[src/rtl/wb_as_master_pkg.sv]
// Shared AS command codes, FSM state encodings and debug view for the
// Wishbone-to-AS master and its companion as_wb_bridge.
package wb_as_master_pkg;

  localparam logic [7:0] AS_CMD_NOP   = 8'd0;
  localparam logic [7:0] AS_CMD_READ  = 8'd1;
  localparam logic [7:0] AS_CMD_WRITE = 8'd2;

  localparam logic [1:0] ST_IDLE = 2'd0;
  localparam logic [1:0] ST_TX   = 2'd1;
  localparam logic [1:0] ST_RX   = 2'd2;
  localparam logic [1:0] ST_DONE = 2'd3;

  // Index of the final TX byte: reads stop after the address, writes add data.
  localparam logic [2:0] TX_LAST_RD = 3'd4;
  localparam logic [2:0] TX_LAST_WR = 3'd6;

  typedef struct packed {
    logic [1:0] state;
    logic [2:0] idx;
    logic       rx_idx;
    logic       err;
  } dbg_t;

  function automatic logic [7:0] as_cmd(input logic we);
    return we ? AS_CMD_WRITE : AS_CMD_READ;
  endfunction

endpackage

[src/rtl/wb_as_master.sv]
// Wishbone slave that serialises each request into AS bytes (command, address,
// optional data), collects a 16-bit read response and terminates the WB cycle.
module wb_as_master
  import wb_as_master_pkg::*;
#(
  parameter int TIMEOUT = 1024
) (
  input  logic        clk,
  input  logic        reset,
  input  logic        wb_cyc_i,
  input  logic        wb_stb_i,
  input  logic        wb_we_i,
  input  logic [31:0] wb_adr_i,
  input  logic [15:0] wb_dat_i,
  output logic [15:0] wb_dat_o,
  output logic        wb_ack_o,
  output logic        wb_err_o,
  output logic [7:0]  as_data_o,
  output logic        as_dstrb_o,
  input  logic        as_busy_i,
  input  logic [7:0]  as_data_i,
  input  logic        as_dstrb_i,
  output logic        as_busy_o,
  output dbg_t        dbg_o
);

  localparam int CW = $clog2(TIMEOUT) + 1;

  // Handshakes: a WB request is taken in IDLE when cyc&stb are high and is
  // terminated by a single ack/err cycle in DONE, only while cyc&stb still
  // hold. On AS, a TX strobe fires only when as_busy_i is low and the
  // previous cycle carried no strobe; each RX strobe captured is answered by
  // a one-cycle as_busy_o pulse on the following cycle.

  logic [1:0]    r_state;
  logic          r_we;
  logic [31:0]   r_adr;
  logic [15:0]   r_dat;
  logic [2:0]    r_idx;
  logic          r_gap;
  logic          r_rx_idx;
  logic [CW-1:0] r_cnt;
  logic          r_err;
  logic [15:0]   r_rdata;
  logic [15:0]   r_dat_hold;
  logic          r_busy_o;

  logic          w_req;
  logic          w_tx_fire;
  logic          w_tx_last;
  logic [7:0]    w_tx_byte;
  logic          w_rx_cap;
  logic          w_timeout;
  logic          w_done_req;
  logic          w_ack;
  logic          w_err;

  assign w_req      = wb_cyc_i & wb_stb_i;
  assign w_tx_fire  = (r_state == ST_TX) & ~r_gap & ~as_busy_i & ~reset;
  assign w_tx_last  = r_we ? (r_idx == TX_LAST_WR) : (r_idx == TX_LAST_RD);
  assign w_rx_cap   = (r_state == ST_RX) & as_dstrb_i;
  assign w_timeout  = (r_cnt == CW'(TIMEOUT - 1));
  assign w_done_req = (r_state == ST_DONE) & w_req & ~reset;
  assign w_ack      = w_done_req & ~r_err;
  assign w_err      = w_done_req & r_err;

  always_comb begin
    w_tx_byte = AS_CMD_NOP;
    case (r_idx)
      3'd0:    w_tx_byte = as_cmd(r_we);
      3'd1:    w_tx_byte = r_adr[7:0];
      3'd2:    w_tx_byte = r_adr[15:8];
      3'd3:    w_tx_byte = r_adr[23:16];
      3'd4:    w_tx_byte = r_adr[31:24];
      3'd5:    w_tx_byte = r_dat[7:0];
      3'd6:    w_tx_byte = r_dat[15:8];
      default: w_tx_byte = AS_CMD_NOP;
    endcase
  end

  assign as_dstrb_o = w_tx_fire;
  assign as_data_o  = w_tx_fire ? w_tx_byte : 8'h00;
  assign as_busy_o  = r_busy_o;
  assign wb_ack_o   = w_ack;
  assign wb_err_o   = w_err;
  // Read data is only shown during a read ack; otherwise the last acked value.
  assign wb_dat_o   = (w_ack & ~r_we) ? r_rdata : r_dat_hold;
  assign dbg_o      = {r_state, r_idx, r_rx_idx, r_err};

  always_ff @(posedge clk) begin
    if (reset) begin
      r_state    <= ST_IDLE;
      r_we       <= 1'b0;
      r_adr      <= 32'h0;
      r_dat      <= 16'h0;
      r_idx      <= 3'd0;
      r_gap      <= 1'b0;
      r_rx_idx   <= 1'b0;
      r_cnt      <= '0;
      r_err      <= 1'b0;
      r_rdata    <= 16'h0;
      r_dat_hold <= 16'h0;
      r_busy_o   <= 1'b0;
    end else begin
      r_busy_o <= 1'b0;
      case (r_state)
        ST_IDLE: begin
          if (w_req) begin
            r_we    <= wb_we_i;
            r_adr   <= wb_adr_i;
            r_dat   <= wb_dat_i;
            r_idx   <= 3'd0;
            r_gap   <= 1'b0;
            r_err   <= 1'b0;
            r_state <= ST_TX;
          end
        end
        ST_TX: begin
          r_gap <= w_tx_fire;
          if (w_tx_fire) begin
            if (w_tx_last) begin
              r_idx    <= 3'd0;
              r_rx_idx <= 1'b0;
              r_cnt    <= '0;
              r_state  <= r_we ? ST_DONE : ST_RX;
            end else begin
              r_idx <= r_idx + 3'd1;
            end
          end
        end
        ST_RX: begin
          r_cnt <= r_cnt + 1'b1;
          // A byte arriving on the timeout cycle still counts as a response.
          if (w_rx_cap) begin
            r_busy_o <= 1'b1;
            if (!r_rx_idx) begin
              r_rdata[7:0] <= as_data_i;
              r_rx_idx     <= 1'b1;
            end else begin
              r_rdata[15:8] <= as_data_i;
              r_state       <= ST_DONE;
            end
          end else if (w_timeout) begin
            r_err   <= 1'b1;
            r_state <= ST_DONE;
          end
        end
        ST_DONE: begin
          if (w_ack & ~r_we) r_dat_hold <= r_rdata;
          r_state <= ST_IDLE;
        end
        default: r_state <= ST_IDLE;
      endcase
    end
  end

endmodule

[config.mk]
export PLATFORM = sky130hd
export DESIGN_NAME = wb_as_master
export DESIGN_NICKNAME = d
export VERILOG_FILES = /design/src/rtl/wb_as_master_pkg.sv /design/src/rtl/wb_as_master.sv
export SDC_FILE = /design/constraint.sdc
export NUM_CORES = 1
export LEC_CHECK = 0
export ABC_AREA = 1
export BUFFER_PORTS_ARGS = -buffer_cell sky130_fd_sc_hd__buf_2
export CAP_MARGIN = 20
export CORE_AREA = 2 2 126 128
export DETAILED_ROUTE_END_ITERATION = 7
export DIE_AREA = 0 0 128 130
export MAX_ROUTING_LAYER = met4
export PLACE_DENSITY = 0.52
export SLEW_MARGIN = 0
export SYNTH_ARGS = -nofsm -noshare
export SYNTH_HDL_FRONTEND = slang
export SYNTH_SLANG_ARGS = --single-unit
[constraint.sdc]
create_clock -name clk -period 2 [get_ports clk]
set_input_delay 0.3 -clock clk [delete_from_list [all_inputs] [get_ports clk]]
set_output_delay 0.3 -clock clk [all_outputs]
set_load 0.05 [all_outputs]
Word level (Yosys, flattened, before mapping)
Index checks and enable logic that the tools add are counted.
Widths: inputs -> output; s select.

storage, ports and cells
  flip-flop bits (word level) = 101
  logic and storage cells = 95

cells by class
  add/subtract/negate cells = 2
  equal/unequal tests = 18
  muxes and demuxes = 30
  bitwise operators = 17
  reductions and logical operators = 15

operators with widths
  operator               count
  $pmux 8 s7             1
  $mux 11                2
  $pmux 11 s2            1
  $mux 16                1
  $mux 2                 7
  $ne 2x2->1 const B     6
  $reduce_and 3->1       4
  $add 11x1->11 const B  1
  $eq 11x10->1 const B   1
  $and 1x1->1            10
  $eq 3x3->1 const B     3
  $mux 1                 9
  $mux 3                 3
  $mux 8                 1
  $pmux 2 s4             1
  $reduce_and 4->1       2
  $not 1->1              7
  $eq 3x2->1 const B     2
  $ne 3x3->1 const B     2
  $pmux 1 s2             3
  $pmux 3 s2             1
  $reduce_bool 2->1      3
  $reduce_and 5->1       1
  $eq 2x2->1 const B     2
  7 further kinds        8

Depth between registers and ports, before layout
  word-level depth = 6
  gate-level depth with buffers = 12
  depth with buffers taken out = 11

Least setup slack after synthesis
No wires, ideal clock.

  path kind = reg-to-output
  start point = register r_state[0]
  end point = output wb_err_o
  arrival time = 2506 ps
  setup slack = -806 ps
  cell stages (with the launch flop) = 4
  path through = dfxtp_1 -> ha_1 -> inv_1 -> nor4_1

on the way
  longest elaborated chain between the ends = 4

ends and longest elaborated chain
  item                      RTL line             source
  start, declared           wb_as_master.sv:35   logic [1:0] r_state;
  start signal, assigned    wb_as_master.sv:125  r_state <= r_we ? ST_DONE : ST_RX;
  $eq 2x2->1                wb_as_master.sv:63   assign w_done_req = (r_state == ST_DONE) & w_req & ~reset;
  $and 1x1->1 (2 in a row)  wb_as_master.sv:63
  $and 1x1->1               wb_as_master.sv:65   assign w_err = w_done_req & r_err;
  end, declared             wb_as_master.sv:17   output logic wb_err_o,

Every way passes these cells.

Final worst setup path
  start point = register r_idx[0]
  end point = output as_data_o[1]

on the way
  longest elaborated chain between the ends = 3

ends and longest elaborated chain
  item                                RTL line             source
  start, declared                     wb_as_master.sv:39   logic [2:0] r_idx;
  start signal, assigned              wb_as_master.sv:127  r_idx <= r_idx + 3'd1;
  $eq 3x3->1 (tied with other cells)  wb_as_master.sv:69   case (r_idx)
  $pmux 8 s7 (*)                      wb_as_master.sv:69
  $mux 8 (*)                          wb_as_master.sv:82   assign as_data_o = w_tx_fire ? w_tx_byte : 8'h00;
  end, declared                       wb_as_master.sv:18   output logic [7:0] as_data_o,

Every way passes the cells marked *; elsewhere a longest branch is shown, timed or not.

==> impl_metrics.toml <==
[run_status]
run_status = "complete, but fails checks"
failed_checks = "negative setup slack"

[global_route]
grt_overflow_total = 0
globalRouteTotalUtil_pct = 17.0
grt_pass1_wl_mm = 21.5
grt_pass1_vias = 4303
grt_antenna_before_repair = 0
grt_start_max_net_pins = 90

[place]
dp_slack_ps = -28.4
place_hpwl_mm = 8.86
placement.io_buffers = 97
post-place-cells = 929
gp_routability_congestion = 0.812

[pwr]
leakage_nw = 2.82
comb_power_share_pct = 31.7
peak_supply_drop_v = 0.000499
cellPowerDensity_nw_per_um2 = 901
sw_frac_of_total_pct = 34.6
seq_power_share_pct = 38.2
power.share.clock_pct = 30.1
p_switching_w = 0.00215
cellInternalPower_w = 0.00406

[timing]
final.period_utilization_pct = 105
finalHoldViolCount = 0
post-route-worst-setup-slack_ps = -110
max_slew.worst_pin.slew_ps = 624
rsz0062_at_grt = "true"
final.setup_skew_ps = 8.31
fmax_ghz = 0.474
timing.final.max_slew_violations = 0
setup_viol = 24
timing.slew.headroom_pct = 58.4
period_needed_ps = 2110

[worst_setup_path]
crit_path_frequent_cell = "buf_6"
endpoint_kind = "primary output"
crit-reg2reg-launch = "r_state[1]$_SDFFE_PP0P_"
setup.worst_path.start = "r_idx[0]$_SDFFE_PP0P_"
critPathTopFamily = "buffers and inverters"
cp_cell_sequence = "inv_4, buf_6, ha_4, nand2_4, buf_12, o22ai_2, inv_2, a31oi_4, buf_6"
critical_path_required_ps = 1700
critical_path_cell_count = 9
arrival_ps = 1810
r2r_end = "r_state[1]$_SDFFE_PP0P_"
master_of_the_slowest_instance_on_the_critical_path = "dfxtp_4"
critical_path_launch_point_type = "register"
endpoint = "as_data_o[1]"
critical_path_class = "reg2out"
timing.critical_path.slowest_cell_delay_ps = 370
worst-path-max-fanout = 6
timing.reg2reg.setup_slack_ps = 130
register_to_register_path_depth = 14
cp_num_buf_inv = 5

[worst_hold_path]
whs_path_depth = 3
min_path_type = "in2reg"

[clocking]
cts-root-to-sink-buffers = 2
numClockSinks = 101
cts-buffers-inserted = 9
cts.htree.levels = 3
clkTransAtPathRegs_ps = 70
clock_root_buffer = "clkbuf_16"
cts_tree = "done"
clkLatencyLatePin_ps = 350

[yosys]
synth_top_area_share_pct = 44.8
synth.top_cells.by_area = "dfxtp_1 45%, o21ai_0 11%, inv_1 9.9%"
postSynthCellCount = 641
yosysUniqueCellTypes = 27
synth.net_count = 715
post_synth_instance_area_um2 = 4520
number_of_flip_flops_and_latches_in_the_synthesized_netlist = 101
ys_seq_area_share_pct = 44.8
synth_area_leader = "dfxtp_1"
post_synth.cell_area_avg_um2 = 7.05
synth.yosys.warnings = 0

[layout]
finalCoreUtilization_pct = 44.7
final_layout_size_suffix_gt1_share_pct = 35.5
design.final.nets = 843
final_cells = 966
area_delta_synth_final_pct = 52.6
antenna_diode_count = 0

[floorplanning]
core_region_area_um2 = 15400
die_w_um = 128
std_cell_rows = 46
fp.dieArea_um2 = 16600
top_level_port_count = 98
start_util_pct = 29.3
die-height_um = 130

[routing]
detail_routed_net_length_per_standard_cell_um = 13.6
ant_nets = 0
drcViolationCount = 0
viasPerCell = 4.58
detail_route.first_pass.iterations = 4
routed_wl_mm = 13.2
dr.first_iter.drc_count = 269
vias = 4426

[job]
cap_viol_max_count = 0
-- routing by layer --
layer	share of wire (%)	global-route usage (%)	vias up
met5	0	-	-
met4	1.6	5.30	0
met3	3.9	3.57	14
met2	46	26.5	85
met1	48	22.2	2022
li1	-	-	2305
-- registers in the layout, summed over array words and instances, names as in the netlist --
register and count:
r_we 1, r_state 2, r_dat 16, r_gap 1
as_busy_o 1, r_cnt 11, r_adr 32, r_idx 3
r_err 1, r_rx_idx 1, r_rdata 16, r_dat_hold 16
-- layout by cell type, fill, tap and decap left out, drive strengths merged, types with 2 or more instances in the layout --
master,instances
buf,145
inv,121
dfxtp,101
o21ai,95
nand2,80
nor2,77
a21oi,71
nand3,24
o22ai,15
clkbuf,11
ha,11
nor3,10
o211ai,2
nor4,2
nand4,2
clkinv,2
-- cells in the mapped netlist --
library cell  instances
inv_1               119
dfxtp_1             101
o21ai_0              95
nand2_1              77
nor2_1               75
a21oi_1              70
clkbuf_1             23
nand3_1              23
o22ai_1              15
ha_1                 11
nor3_1               10
buf_1                 2
buf_4                 2
nand2_4               2
nand4_1               2
nor4_1                2
o211ai_1              2
a21oi_2               1
a31oi_1               1
buf_6                 1
nand2_2               1
nand3_2               1
nor2_2                1
nor2_4                1
nor3b_1               1
o21bai_1              1
xor2_1                1
-- worst min-delay path: stages --
cell,delay (ps)
buf_2,70
o21ai_0,70
a21oi_1,100
-- area by class of cell --
cell class / instances / area [µm²]
clock buffers: 11 / 253
clock inverters: 5 / 63.8
fillers: 1529 / 8530
inverters: 119 / 454
multi-input cells: 393 / 2630
flip-flops and latches: 101 / 2040
well taps: 192 / 240
repair buffers: 145 / 1220
-- power groups by stage --
stage	clock network (W)	logic, W	registers, W
floorplan	0	0.00103	0.00245
finish	0.00187	0.00197	0.00237
global route	0.00201	0.00219	0.00240
CTS	0.00193	0.00181	0.00237
global placement	0	0.00162	0.00240
detailed placement	0	0.00162	0.00240
-- how the worst min path moves through the flow --
| stage | from | endpoint | slack, ps |
|---|---|---|---|
| after floorplan | r_rdata[10]$_SDFFE_PP0P_ | r_rdata[10]$_SDFFE_PP0P_ | 420 |
| after global placement | r_rdata[15]$_SDFFE_PP0P_ | r_rdata[15]$_SDFFE_PP0P_ | 430 |
| after detailed placement | r_rdata[12]$_SDFFE_PP0P_ | r_rdata[12]$_SDFFE_PP0P_ | 440 |
| after CTS | as_data_i[7] | r_rdata[7]$_SDFFE_PP0P_ | 210 |
| after global routing | wb_dat_i[12] | r_dat[12]$_SDFFE_PP0P_ | 220 |
| final | wb_adr_i[2] | r_adr[2]$_SDFFE_PP0P_ | 230 |
-- cell families after synthesis --
group	after synthesis	synth area share [%]
adders and majority gates	11	3.05
DFF	101	44.8
buffers and inverters	147	12.5
AOI/OAI and AO/OA	185	21.2
and+or+nand+nor	196	18.3
xor gates and xnor gates	1	0.194
-- repair_timing --
item	4_1_cts	5_1_grt
gates cloned	3	0
hold buffers	0	0
pin swaps	15	18
endpoints found under the setup margin	24	40
setup buffers	15	6
gates resized for setup	190	41
-- metrics by stage --
step           total power (W)  hold slack [ps]  setup TNS [ps]  cell area [µm²]
2_1_floorplan          0.00348              420           -31.5             4610
6_report               0.00621              226           -1770             6890
3_5_place_dp           0.00401              438           -48.2             5440
3_3_place_gp           0.00401              432           -11.7             5440
5_1_grt                0.00660              216           -4180             6890
4_1_cts                0.00611              207           -3090             6690
(Power assumes the default switching activity.)
